## src/rtl/node_pkg.sv

```systemverilog
// Shared types and constants for the interconnect node input arbiter:
// channel source encodings, arbiter FSM states and round-robin helper.
package node_pkg;

  localparam int unsigned NODE_DATA_W = 32;
  localparam int unsigned SRC_W       = 2;
  localparam int unsigned DROP_CNT_W  = 8;

  typedef enum logic [SRC_W-1:0] {
    SRC_SELF  = 2'd0,
    SRC_LEFT  = 2'd1,
    SRC_RIGHT = 2'd2
  } src_e;

  typedef enum logic [1:0] {
    ARB_IDLE   = 2'd0,
    ARB_ISSUE  = 2'd1,
    ARB_RETIRE = 2'd2
  } arb_state_e;

  // Cyclic order left -> right -> self -> left.
  function automatic src_e rr_next(input src_e s);
    case (s)
      SRC_LEFT:  return SRC_RIGHT;
      SRC_RIGHT: return SRC_SELF;
      default:   return SRC_LEFT;
    endcase
  endfunction

endpackage

```

## src/rtl/node_input_slot.sv

```systemverilog
// Single-entry holding slot for one shift-in channel: captures on strobe when
// free or retiring, drops strobes that hit an occupied slot.
module node_input_slot
  import node_pkg::*;
#(
  parameter int unsigned DATA_W = NODE_DATA_W
) (
  input  logic              clk,
  input  logic              reset,
  input  logic              cs,
  input  logic [DATA_W-1:0] data_in,
  input  logic              retire,
  output logic              valid,
  output logic [DATA_W-1:0] data_out,
  output logic              busy,
  output logic              drop
);

  logic              valid_q, valid_d;
  logic [DATA_W-1:0] data_q, data_d;
  logic              write_c;

  // A write on the retire cycle re-arms the slot instead of clearing it.
  always_comb begin
    valid_d = valid_q;
    data_d  = data_q;
    write_c = cs & (~valid_q | retire);
    if (retire) begin
      valid_d = 1'b0;
    end
    if (write_c) begin
      valid_d = 1'b1;
      data_d  = data_in;
    end
  end

  always_ff @(posedge clk or posedge reset) begin
    if (reset) begin
      valid_q <= 1'b0;
      data_q  <= '0;
    end else begin
      valid_q <= valid_d;
      data_q  <= data_d;
    end
  end

  assign valid    = valid_q;
  assign data_out = data_q;
  assign busy     = valid_q & ~retire;
  assign drop     = cs & valid_q & ~retire;

endmodule

```

## src/rtl/node_input_arbiter.sv

```systemverilog
// Round-robin arbiter feeding the node controller from the left, right and self
// shift-in slots. Optional drop counter enabled by NODE_ARB_DROP_CNT_EN.
module node_input_arbiter
  import node_pkg::*;
#(
  parameter int unsigned DATA_W = NODE_DATA_W
) (
  input  logic              clk,
  input  logic              reset,
  input  logic [DATA_W-1:0] shiftInLeftData,
  input  logic              shiftInLeftCS,
  input  logic [DATA_W-1:0] shiftInRightData,
  input  logic              shiftInRightCS,
  input  logic [DATA_W-1:0] shiftInData,
  input  logic              shiftInCS,
  input  logic              ctrlReady,
  output logic [DATA_W-1:0] instruction,
  output logic [1:0]        dataSource,
  output logic              controllerEn,
  output logic              busyLeft,
  output logic              busyRight,
  output logic              busySelf,
  output logic              overflow
`ifdef NODE_ARB_DROP_CNT_EN
  ,
  output logic [7:0]        dropCount
`endif
);

  logic [2:0]        slot_valid;
  logic [DATA_W-1:0] slot_data [3];
  logic [2:0]        retire_c;
  logic [2:0]        drop_c;

  arb_state_e        state_q, state_d;
  logic [DATA_W-1:0] instr_q, instr_d;
  src_e              src_q, src_d;
  src_e              last_q, last_d;
  logic              en_q, en_d;
  logic              overflow_q, overflow_d;
  src_e              win_c;
  src_e              cand_c;
  logic              found_c;

  node_input_slot #(.DATA_W(DATA_W)) u_slot_left (
    .clk(clk), .reset(reset), .cs(shiftInLeftCS), .data_in(shiftInLeftData),
    .retire(retire_c[SRC_LEFT]), .valid(slot_valid[SRC_LEFT]),
    .data_out(slot_data[SRC_LEFT]), .busy(busyLeft), .drop(drop_c[SRC_LEFT])
  );

  node_input_slot #(.DATA_W(DATA_W)) u_slot_right (
    .clk(clk), .reset(reset), .cs(shiftInRightCS), .data_in(shiftInRightData),
    .retire(retire_c[SRC_RIGHT]), .valid(slot_valid[SRC_RIGHT]),
    .data_out(slot_data[SRC_RIGHT]), .busy(busyRight), .drop(drop_c[SRC_RIGHT])
  );

  node_input_slot #(.DATA_W(DATA_W)) u_slot_self (
    .clk(clk), .reset(reset), .cs(shiftInCS), .data_in(shiftInData),
    .retire(retire_c[SRC_SELF]), .valid(slot_valid[SRC_SELF]),
    .data_out(slot_data[SRC_SELF]), .busy(busySelf), .drop(drop_c[SRC_SELF])
  );

  // Round-robin search starting at the channel after the last grant.
  always_comb begin
    cand_c  = rr_next(last_q);
    win_c   = cand_c;
    found_c = 1'b0;
    for (int i = 0; i < 3; i++) begin
      if (!found_c && slot_valid[cand_c]) begin
        found_c = 1'b1;
        win_c   = cand_c;
      end
      cand_c = rr_next(cand_c);
    end
  end

  always_comb begin
    state_d  = state_q;
    instr_d  = instr_q;
    src_d    = src_q;
    last_d   = last_q;
    en_d     = en_q;
    retire_c = 3'b000;
    case (state_q)
      ARB_IDLE: begin
        if (|slot_valid) begin
          instr_d = slot_data[win_c];
          src_d   = win_c;
          en_d    = 1'b1;
          state_d = ARB_ISSUE;
        end
      end
      ARB_ISSUE: begin
        if (ctrlReady) begin
          retire_c[src_q] = 1'b1;
          last_d          = src_q;
          en_d            = 1'b0;
          state_d         = ARB_RETIRE;
        end
      end
      ARB_RETIRE: begin
        state_d = ARB_IDLE;
      end
      default: begin
        en_d    = 1'b0;
        state_d = ARB_IDLE;
      end
    endcase
  end

  assign overflow_d = overflow_q | (|drop_c);

  always_ff @(posedge clk or posedge reset) begin
    if (reset) begin
      state_q    <= ARB_IDLE;
      instr_q    <= '0;
      src_q      <= SRC_SELF;
      last_q     <= SRC_SELF;
      en_q       <= 1'b0;
      overflow_q <= 1'b0;
    end else begin
      state_q    <= state_d;
      instr_q    <= instr_d;
      src_q      <= src_d;
      last_q     <= last_d;
      en_q       <= en_d;
      overflow_q <= overflow_d;
    end
  end

  assign instruction  = instr_q;
  assign dataSource   = src_q;
  assign controllerEn = en_q;
  assign overflow     = overflow_q;

`ifdef NODE_ARB_DROP_CNT_EN
  logic [DROP_CNT_W-1:0] drop_cnt_q, drop_cnt_d;
  logic [DROP_CNT_W:0]   drop_sum_c;

  // Drops on several channels in one cycle add together, saturating.
  always_comb begin
    drop_sum_c = (DROP_CNT_W+1)'(drop_cnt_q) + (DROP_CNT_W+1)'(drop_c[0])
               + (DROP_CNT_W+1)'(drop_c[1]) + (DROP_CNT_W+1)'(drop_c[2]);
    drop_cnt_d = drop_sum_c[DROP_CNT_W] ? {DROP_CNT_W{1'b1}} : drop_sum_c[DROP_CNT_W-1:0];
  end

  always_ff @(posedge clk or posedge reset) begin
    if (reset) begin
      drop_cnt_q <= '0;
    end else begin
      drop_cnt_q <= drop_cnt_d;
    end
  end

  assign dropCount = drop_cnt_q;
`endif

endmodule

```

## config.mk

```make
export PLATFORM = sky130hd
export DESIGN_NAME = node_input_arbiter
export DESIGN_NICKNAME = d
export VERILOG_FILES = /design/src/rtl/node_pkg.sv /design/src/rtl/node_input_slot.sv /design/src/rtl/node_input_arbiter.sv
export SDC_FILE = /design/constraint.sdc
export NUM_CORES = 1
export LEC_CHECK = 0
export CAP_MARGIN = 20
export CORE_ASPECT_RATIO = 1.75
export CORE_MARGIN = 2
export CORE_UTILIZATION = 50
export CTS_CLUSTER_DIAMETER = 100
export CTS_CLUSTER_SIZE = 12
export DETAILED_ROUTE_END_ITERATION = 16
export HOLD_SLACK_MARGIN = 0.02
export PLACE_DENSITY = 0.78
export SYNTH_ARGS = -nofsm -noshare
export SYNTH_HDL_FRONTEND = slang
export SYNTH_SLANG_ARGS = --single-unit
export TNS_END_PERCENT = 50
```

## constraint.sdc

```tcl
create_clock -name clk -period 5.25 [get_ports clk]
set_input_delay 0.525 -clock clk [delete_from_list [all_inputs] [get_ports clk]]
set_output_delay 0.525 -clock clk [all_outputs]
set_load 0.01 [all_outputs]
```

# After elaboration in Yosys (flattened, before gate mapping)
# Cells that the tools add are included.
[classes]
magnitude_cmp = 6
eq_ne = 10
muxes = 32
bitwise_logic = 24
n_reduce_logical = 15
[op_table]
columns = ["op", "n"]
rows = [
  ["$bmux W32 S2", 1],
  ["$mux W32", 2],
  ["$pmux W2 S2", 4],
  ["$mux W1", 14],
  ["$and A1 B1 Y1", 12],
  ["$lt A2 B3 Y1 const B", 4],
  ["$eq A2 B1 Y1 const B", 4],
  ["$eq A2 B2 Y1 const B", 4],
  ["$mux W2", 4],
  ["$not A1 Y1", 7],
  ["$bmux W1 S2", 3],
  ["$mux W3", 2],
  ["$reduce_and A2 Y1", 3],
  ["$reduce_bool A2 Y1", 3],
  ["$reduce_or A3 Y1", 2],
  ["$ne A2 B2 Y1 const B", 2],
  ["$or A1 B1 Y1", 4],
  ["$ge A3 B3 Y1 const B", 1],
  ["$logic_and A1 B1 Y1", 3],
  ["$not A2 Y3", 1],
  ["$pmux W1 S3", 1],
  ["$reduce_and A3 Y1", 1],
  ["$demux W1 S2", 1],
  ["$ge A2 B1 Y1 const B", 1],
  ["2 further kinds", 3],
]
[totals]
regBits = 139
inputBits = 102
elab_cells = 99

# Longest topological paths before layout
[logic_depth]
word_depth = 15
mapped_depth = 11

# By module
# Synthesis repeated with hierarchy kept, for this count alone.
[hier_totals]
hier_cells = 470
area_unflattened_um2 = 6834.1
[modules_own_cells]
columns = ["module", "n_inst", "cells_per_inst", "area_per_inst_um2", "seq_area_each_um2"]
rows = [
  ["node_input_slot", 3, 74, 1405.1, 825.8],
  ["node_input_arbiter", 1, 248, 2618.8, 1001.0],
]

# Least setup slack after synthesis
# No wires, ideal clock.
[synth_path]
kind = "reg2reg"
from = "register last_q[1]"
to = "register instr_q[0], in the netlist instruction[0]"
setup_ns = 0.132
arrival_time_ns = 2.213
path_slack_ns = 2.905
path_stages_with_launch = 11
n_path_buf = 2
synth_period_minus_slack_ns = 2.345
path_cell_list = "dfrtp_1 > inv_1 > ha_1 > buf_2 > a22o_1 > a211oi_2 > o22a_2 > mux2i_4 > buf_8 > mux2i_1 > o21ai_1"
[synth_via]
elab_chain_len = 15
word_cells_on_any_way = 27
[synth_lines]
columns = ["element", "line", "rtl"]
rows = [
  ["start, declared", "node_input_arbiter.sv:38", "src_e last_q, last_d;"],
  ["start signal, assigned", "node_input_arbiter.sv:125", "last_q <= last_d;"],
  ["$eq A2 B2 Y1 or $eq A2 B1 Y1 (tied branches)", "node_pkg.sv:23", "case (s)"],
  ["$pmux W2 S2 *", "node_pkg.sv:23", ""],
  ["parallel branches: the longest is 8 deep, another holds $eq A2 B2 Y1", "-", ""],
  ["$mux W2 *", "node_input_arbiter.sv:69", "if (!found_c && slot_valid[cand_c]) begin"],
  ["$not A2 Y3 (not written as such) *", "node_input_arbiter.sv:87", "instr_d = slot_data[win_c];"],
  ["$bmux W32 S2 *", "node_input_arbiter.sv:87", ""],
  ["$mux W32 (not written as such) * (2 in a row)", "node_input_arbiter.sv:87", ""],
  ["end signal, assigned", "node_input_arbiter.sv:123", "instr_q <= instr_d;"],
  ["end, declared", "node_input_arbiter.sv:36", "logic [DATA_W-1:0] instr_q, instr_d;"],
]
# Every way passes the cells marked *. The select of a mux whose other input is x is not followed.
# A chain may end at the register's enable or synchronous reset.

# Worst setup path after layout
[layout_path]
from = "register last_q[1]"
to = "register instr_q[18], in the netlist instruction[18]"
# Same word-level chain as after synthesis.

==> impl_metrics.toml <==
[pwr]
p_int_mw = 3.42
power.density_nw_per_um2 = 654
swShare = 0.347
p_leak_nw = 3.44
p_sw_mw = 1.82
p_seq_frac = 0.363
ir_worst_vdd_mv = 0.348
power_frac_clock = 0.230
combPwrFrac = 0.407

[global_route]
grt_pass1_wl_um = 23200
grt_pass1_vias = 4561
grt_overflow = 0
grt_usage = 0.241
antenna_found_initial = 1
grt_max_degree = 90

[job]
drv_cap = 0

[die]
die_w_um = 86.3
rows = 52
num_io_pins = 141
fp.dieH_um = 148
dieArea_um2 = 12800
fp.coreArea_um2 = 11600
initial_utilization = 0.512

[drt]
avgRoutedWirePerCell_um = 20.7
drt_iter0_markers = 238
totalWireLength_um = 14800
ant_nets = 0
routed-via-count = 4193
detail_route.first_pass.iterations = 8
via_per_inst = 5.86
drc = 0

[place]
gp_congestion = 0.875
place_hpwl_um = 9990
portBuffers = 140

[clock_network]
clk_path_buf_depth = 2
cts_resized = 0
clock-sinks = 139
cts.clk_slew.worst_paths_ns = 0.06
post_cts_buffers = 0
cts_tree = "done"
hold_buffers = 0
clkLatencyLatePin_ns = 0.41
cts_buffers = 17
clock-root-buffer = "clkbuf_16"
htreeDepth = 4

[logic_synthesis]
synth_area_leaders = "dfrtp_1 59%, mux2_2 14%, mux2i_1 5.6%, a32oi_1 4.7%, mux2_1 3.8%"
yosys_warnings = 0
synth-seq-cells = 139
ys_types = 38
netlist_area_um2 = 5930
yosysTopAreaCell = "dfrtp_1"
syn_avg_cell_area_um2 = 13.8
syn-num-nets = 537
ys_seq_area_frac = 0.587
synthCells = 431
synth_top_area_frac = 0.587

[timing]
min_period_ns = 3.36
slew_headroom = 0.351
drv_slew = 0
hold_violations = 0
tns_ns = 0
setup-violations-final = 0
post-route-period-util = 0.640
clock_skew_ns = 0.0136
timing.hold.ws_ns = 0.492
tightestPinTransition_ns = 0.973
rsz0062_at_grt = "no"
max_freq_mhz = 297

[cells_and_area]
syn_to_final_growth_pct = 35.3
final_common_cell = "clkdlybuf4s50_1"
multi_input_area_um2 = 2280
nets = 674
num-fill-cells = 818
drive_gt1_frac = 0.212
layout_common_cells = "140 x clkdlybuf4s50_1, 139 x dfrtp_1, 76 x mux2_2, 36 x o21ai_1, 33 x mux2i_1"
register_area_um2 = 3480

[critical_path]
end_kind = "register"
worstPathCellList = "inv_1, ha_1, nand2_1, a211oi_2, o22a_2, mux2i_4, buf_4, mux2i_1, o21ai_1"
cp.required_ns = 5.53
slowest_delay_ns = 0.79
crit_arrival_ns = 3.64
crit_path_start_kind = "register"
slowest_stage = "mux2i_4"
cp_max_fo = 17
critPathKind = "reg2reg"

[run_status]
outcome = "complete, no violations"

[hold_path]
min_path_type = "reg2reg"
## stage by stage
| stage | power (mW) | util | cells | cell area, um^2 | worst slack (ns) |
|---|---|---|---|---|---|
| global placement | 3.94 | 0.640 | 684 | 7420 | 2.14 |
| CTS | 5.26 | 0.692 | 715 | 8020 | 1.91 |
| detailed placement | 4.05 | 0.640 | 684 | 7420 | 1.96 |
| floorplan | 3.35 | - | 431 | 5930 | 1.00 |
| finish | 5.24 | 0.692 | 716 | 8020 | 1.89 |
| global route | 5.54 | 0.692 | 716 | 8020 | 1.71 |
## synthesized netlist by cell type, drive strengths merged
master and instances:
dfrtp 139, mux2 96, o21ai 44, mux2i 34, a32oi 32, buf 16, clkbuf 12, inv 11
nand2 11, nand2b 5, ha 4, a21oi 3, nor2 2, nor3 2, o21a 2, o221ai 2
a211oi 1, a21o 1, a221oi 1, a22o 1, a31oi 1, and2 1, and3 1, and3b 1
nand3 1, nand3b 1, nor2b 1, o211ai 1, o22a 1, o31ai 1, or2 1, or3 1
## power groups by stage
| stage | combinational [mW] | clock [mW] | sequential, mW |
|---|---|---|---|
| finish | 2.13 | 1.20 | 1.90 |
| global placement | 2.05 | 0 | 1.88 |
| detailed placement | 2.14 | 0 | 1.91 |
| global route | 2.32 | 1.26 | 1.96 |
| floorplan | 1.48 | 0 | 1.87 |
| CTS | 2.15 | 1.22 | 1.90 |
## worst paths after layout
| path | from | to | slack, ns | depth (start not counted) |
|---|---|---|---|---|
| worst min register to register | instruction[2] | instruction[2] | 0.49 | 2 |
| max in group asynchronous | reset | u_slot_left.data_out[10] | 3.41 | 3 |
| worst max-delay path | last_q[1] | instruction[18] | 1.89 | 9 |
| min in group asynchronous | reset | u_slot_right.valid | 0.64 | 2 |
| worst min-delay path | instruction[2] | instruction[2] | 0.49 | 2 |
| worst max register to register | last_q[1] | instruction[18] | 1.89 | 9 |
## flip-flops by register name, summed over array words and instances, names as in the netlist
name	flops
controllerEn	1
dataSource	2
instruction	32
last_q	2
overflow	1
state_q	2
u_slot_left.data_out	32
u_slot_left.valid	1
u_slot_right.data_out	32
u_slot_right.valid	1
u_slot_self.data_out	32
u_slot_self.valid	1
## per-layer routing
| layer | GRT usage | wire length [um] | vias up |
|---|---|---|---|
| met3 | 0.0530 | 689 | 38 |
| met5 | 0 | 0 | - |
| met4 | 0.126 | 629 | 0 |
| li1 | - | - | 1872 |
| met1 | 0.245 | 5210 | 2126 |
| met2 | 0.448 | 8270 | 157 |
## cell type report
| cell class | count | area share |
|---|---|---|
| multi-input combinational | 253 | 0.284 |
| sequential | 139 | 0.434 |
| tap | 135 | 0.0211 |
| antenna | 1 | 0.000312 |
| clock buffer | 18 | 0.0535 |
| inverter | 11 | 0.00577 |
| clock inverter | 13 | 0.0212 |
| timing repair buffer | 146 | 0.180 |
## critical path: cells and delay by family, from the launching register on
family / cells / cell delay (ns)
adders and majority gates: 1 / 0.36
muxes: 2 / 1.05
DFF: 1 / 0.42
buffers and inverters: 2 / 0.56
AOI/OAI and AO/OA: 3 / 0.69
and+or+nand+nor: 1 / 0.14
## cell families after synthesis
group / count (synthesis) / synth area share
DFF: 139 / 0.587
muxes: 130 / 0.242
AOI/OAI and AO/OA: 91 / 0.105
buffers and inverters: 39 / 0.0319
and+or+nand+nor: 28 / 0.0262
adders and majority gates: 4 / 0.00844
(Power assumes the default switching activity.)
==> edit 1: new RTL, same settings <==
Set the package constant `NODE_DATA_W` to 28 (it was 32).
--- a/src/rtl/node_pkg.sv
+++ b/src/rtl/node_pkg.sv
@@ -4,3 +4,3 @@
 
-  localparam int unsigned NODE_DATA_W = 32;
+  localparam int unsigned NODE_DATA_W = 28;
   localparam int unsigned SRC_W       = 2;
Interface: changed (resized instruction, shiftInData, shiftInLeftData and shiftInRightData); port bits go from 141 to 125. The function was not compared with the original's and may differ.
==> edit 1 against the unedited design <==
  * Power fell by 8.4%
  * Wire length down 10%
  * Final area down 7.4%
  * Sequential cell count is 16 lower
  * Die area down 7.2%
  * Area after synthesis fell by 7.5%
  * Setup slack improved by 0.31 ns
  * Largest cell class unchanged
==> edit 1: results (changes against the unedited design) <==
cell types with the largest area share after synthesis sky130_fd_sc_hd__dfrtp_1 (56%), sky130_fd_sc_hd__mux2_2 (15%), sky130_fd_sc_hd__mux2i_1 (5.7%), sky130_fd_sc_hd__o221ai_2 (5.5%), sky130_fd_sc_hd__nand2_1 (2.9%); arrival time worst endpoint 3.30 ns (-0.34 ns); synthesis-to-layout area growth 35.4% (about the same); type of the worst min-delay path input port to async pin; Synth Area in Adders 0.00912 (+0.000680); ANT cells 0 (-1); vias after detailed routing 3,798 (-9.4%); Setup WS pre-CTS 2.18 ns (+0.227 ns); fraction of the mapped netlist area in compound gates 0.0981 (-0.00684); overflow left after global routing 0 (unchanged); number of warnings issued by yosys 0 (unchanged); outcome completed; Critical Path Fanout Max 21 (+4); number of placed instances with taps included 650 (-5.0%); cts repair resizes 0 (unchanged); global placement routability congestion 0.804 (-8.2%); leakage power figure 3.27 nW (-4.9%); count of standard-cell rows 50 (-3.8%); total clock buffers created by CTS 17 (unchanged); total routing resource utilization after global routing 0.230 (-0.0109); leading cell types by count after synthesis sky130_fd_sc_hd__dfrtp_1 (123), sky130_fd_sc_hd__mux2_2 (75), sky130_fd_sc_hd__nand2_1 (42), sky130_fd_sc_hd__inv_1 (37), sky130_fd_sc_hd__mux2i_1 (31); net count after synthesis 504 (-6.1%); Root Driver sky130_fd_sc_hd__clkbuf_16; CP max stage delay 0.49 ns (-0.30 ns); maximum vdd ir drop 0.000370 V (+6.5%); iteration-0 DRC count of the detailed router 214 (-10%); pin count of the biggest net entering global routing 94 (+4.4%); post-synthesis mux area share 0.229 (-0.0129); # fillers 768 (-6.1%); placement-stage cell area 0.00680 mm^2 (-8.3%); maximum number of buffers from clock root to sink 2 (unchanged); HPWL Detailed 8640 um (-14%); antenna violations before repair 0 (-1); count of buffers inserted at the top-level ports 124 (-11%); first-pass iteration count of the detailed router 5 (-3); global-route wire length before repair 20,900 um (-10%); portion of the post-synthesis area used by sequential elements 0.561 (-0.0257); CTS H-tree lvls 4 (unchanged); number of buffers added for setup after CTS 0 (unchanged); post-synthesis average cell area 13.4 um^2 (-2.7%); number of global-route vias before repair 4,190 (-8.1%); post-synthesis cell type count 38 (unchanged); Non-Filler Instances 684 (-4.5%); worst-case clock skew 0.0117 ns (-0.00194 ns); net count reported at finish 635 (-5.8%); detailed-route wire length 13,300 um (-10%); fraction of final layout cells sized beyond drive strength 1 0.260 (+0.0479); slew at the pin closest to its max-slew limit 0.938 ns (-0.0347 ns); clock input transition at the sequential cells of the worst setup and hold paths 0.06 ns (about the same)
==> edit 1: kinds of logic (layout without fill, tap and decap cells) <==
| kind of cell | after synthesis | count (layout) |
|---|---|---|
| compound gates | 50 | 50 |
| fa+ha+maj | 4 | 4 |
| buf+inv | 57 | 201 |
| flops | 123 | 123 |
| mux | 115 | 115 |
| simple gates | 61 | 61 |
==> edit 1: final cells by class <==
cell class                 count  area share
timing repair buffer         131       0.180
tap                          130      0.0219
clock inverter                15      0.0194
inverter                      38      0.0195
sequential                   123       0.414
clock buffer                  17      0.0573
multi-input combinational    230       0.288
==> edit 1: path summary, 6_finish.rpt <==
| check | from | end | slack, ns | depth (start not counted) |
|---|---|---|---|---|
| min reg2reg | controllerEn$_DFFE_PP0P_ | controllerEn$_DFFE_PP0P_ | 0.48 | 2 |
| min in group clk | controllerEn$_DFFE_PP0P_ | controllerEn$_DFFE_PP0P_ | 0.48 | 2 |
| max reg2reg | last_q[1]$_DFFE_PP0P_ | instruction[0]$_DFFE_PP0P_ | 2.20 | 9 |
| max | last_q[1]$_DFFE_PP0P_ | instruction[0]$_DFFE_PP0P_ | 2.20 | 9 |
| max in group asynchronous | reset | instruction[23]$_DFFE_PP0P_ | 3.72 | 4 |
| min | reset | u_slot_left.data_out[2]$_DFFE_PP0P_ | 0.42 | 2 |
==> edit 1: layer usage <==
layer	vias to the layer above	GRT usage	share of wire
met5	-	0	0
met4	0	0.112	0.039
met3	33	0.0539	0.038
met2	136	0.432	0.55
met1	1923	0.238	0.38
li1	1706	-	-
==> edit 1: where the power goes <==
group	leakage (nW)	internal (mW)	switching, mW	total (mW)
sequential	1.49	1.41	0.262	1.67
combinational	1.52	1.03	1.00	2.03
clock	0.267	0.658	0.441	1.10
total	3.27	3.09	1.71	4.80
==> edit 2: new RTL, same flow settings <==
Without the edit above. Register the output `overflow` once more, with the module's reset; this adds one clock of latency there. The other outputs are not delayed to match.
--- a/src/rtl/node_input_arbiter.sv
+++ b/src/rtl/node_input_arbiter.sv
@@ -133,3 +133,9 @@
   assign controllerEn = en_q;
-  assign overflow     = overflow_q;
+  always_ff @(posedge clk or posedge reset) begin
+    if (reset) begin
+      overflow <= '0;
+    end else begin
+      overflow <= overflow_q;
+    end
+  end
 
Function: changed (a bounded check fails within 4 cycles, from zero or initial values and one cycle with reset high).
==> edit 2 against the unedited design <==
  * Clock power grew 9%
  * Count of clock-buffer cells in the layout is the same
  * Final area grew 0.86%
  * Setup slack lost 0.025 ns
  * Wire length grew 2.7%
  * Sequential cell count grew 1
  * Synthesized cell count grew 0.23%
  * Critical path depth is the same
  * Area after synthesis grew 0.42%
  * Power grew 2.6%
  * Maximum frequency shrank 0.75%
  * Largest power group unchanged
==> edit 2: results (changes against the unedited design) <==
outcome completed; portion of the post-synthesis area used by sequential elements 0.588 (+0.00174); cell count after synthesis 432 (+0.23%); iteration-0 DRC count of the detailed router 158 (-34%); maximum vdd ir drop 0.000371 V (+6.7%); Worst Setup Slack, final 1.86 ns (-0.0254 ns); hold endpoint overflow$_DFF_PP0_; GR Util met2 0.457 (+0.00886); arrival time worst endpoint 3.66 ns (+0.02 ns); number of placed instances with taps included 685 (+0.15%); length of routed met2 wiring 8820 um (+6.6%); Detail Route met3 WL 535 um (-22%); placement-stage cell area 0.00744 mm^2 (+0.34%); global placement routability congestion 0.891 (+1.8%); critical hold path startpoint overflow_q$_DFF_PP0_; met3 track demand over resource 0.0499 (-0.00310); slew at the pin closest to its max-slew limit 0.972 ns (-0.00146 ns); worst hold path cell count 0 (-2); pin count of the biggest net entering global routing 98 (+8.9%); worst-case clock skew 0.00849 ns (-0.00516 ns); net count reported at finish 675 (+0.15%); leakage power figure 3.47 nW (+0.96%); fraction of final layout cells sized beyond drive strength 1 0.212 (-0.000365); detailed-route wire length on metal 1 5380 um (+3.4%); first-pass iteration count of the detailed router 4 (-4); total routing resource utilization after global routing 0.244 (+0.00250); worst hold margin 0.390 ns (-0.102 ns); detailed-route wire length 15,200 um (+2.7%)
edit 2: cell count changes in the layout (fill, tap and decap cells not counted), sizes merged:
cell      before  now
inv           13   14
clkinvlp       3    2
clkinv         5    3
dfrtp        139  140
bufinv         3    5
edit 2: worst max-delay path by stage:
stage / start / to / depth (start not counted)
after detailed placement: last_q[1]$_DFFE_PP0P_ / instruction[26]$_DFFE_PP0P_ / 9
final: last_q[1]$_DFFE_PP0P_ / instruction[3]$_DFFE_PP0P_ / 9
after floorplan: reset / controllerEn$_DFFE_PP0P_ / 1
after global routing: last_q[0]$_DFFE_PP0P_ / instruction[31]$_DFFE_PP0P_ / 9
after CTS: last_q[0]$_DFFE_PP0P_ / instruction[25]$_DFFE_PP0P_ / 9
after global placement: last_q[0]$_DFFE_PP0P_ / instruction[22]$_DFFE_PP0P_ / 9
edit 2: cell type report:
cell class,count,area [um^2]
clock buffers,18,429
multi-input cells,253,2280
inverters,11,46.3
diodes,1,2.50
clock inverters,13,214
fillers,839,3490
repair buffers,146,1450
flip-flops and latches,140,3500
well taps,135,169
edit 2: report_power, final:
group	total, mW	internal, mW	switching [mW]
clock	1.31	0.845	0.462
sequential	1.91	1.61	0.303
combinational	2.16	1.08	1.08
total	5.38	3.53	1.85
edit 2: cell families (layout without fill, tap and decap cells):
kind of cell | after synthesis | count (layout) | share of synthesized area
buffers and inverters | 39 | 188 | 0.0317
and+or+nand+nor | 28 | 28 | 0.0261
muxes | 130 | 130 | 0.241
adders and majority gates | 4 | 4 | 0.00841
DFF | 140 | 140 | 0.588
AOI/OAI and AO/OA | 91 | 91 | 0.104
other | 0 | 1 | 0
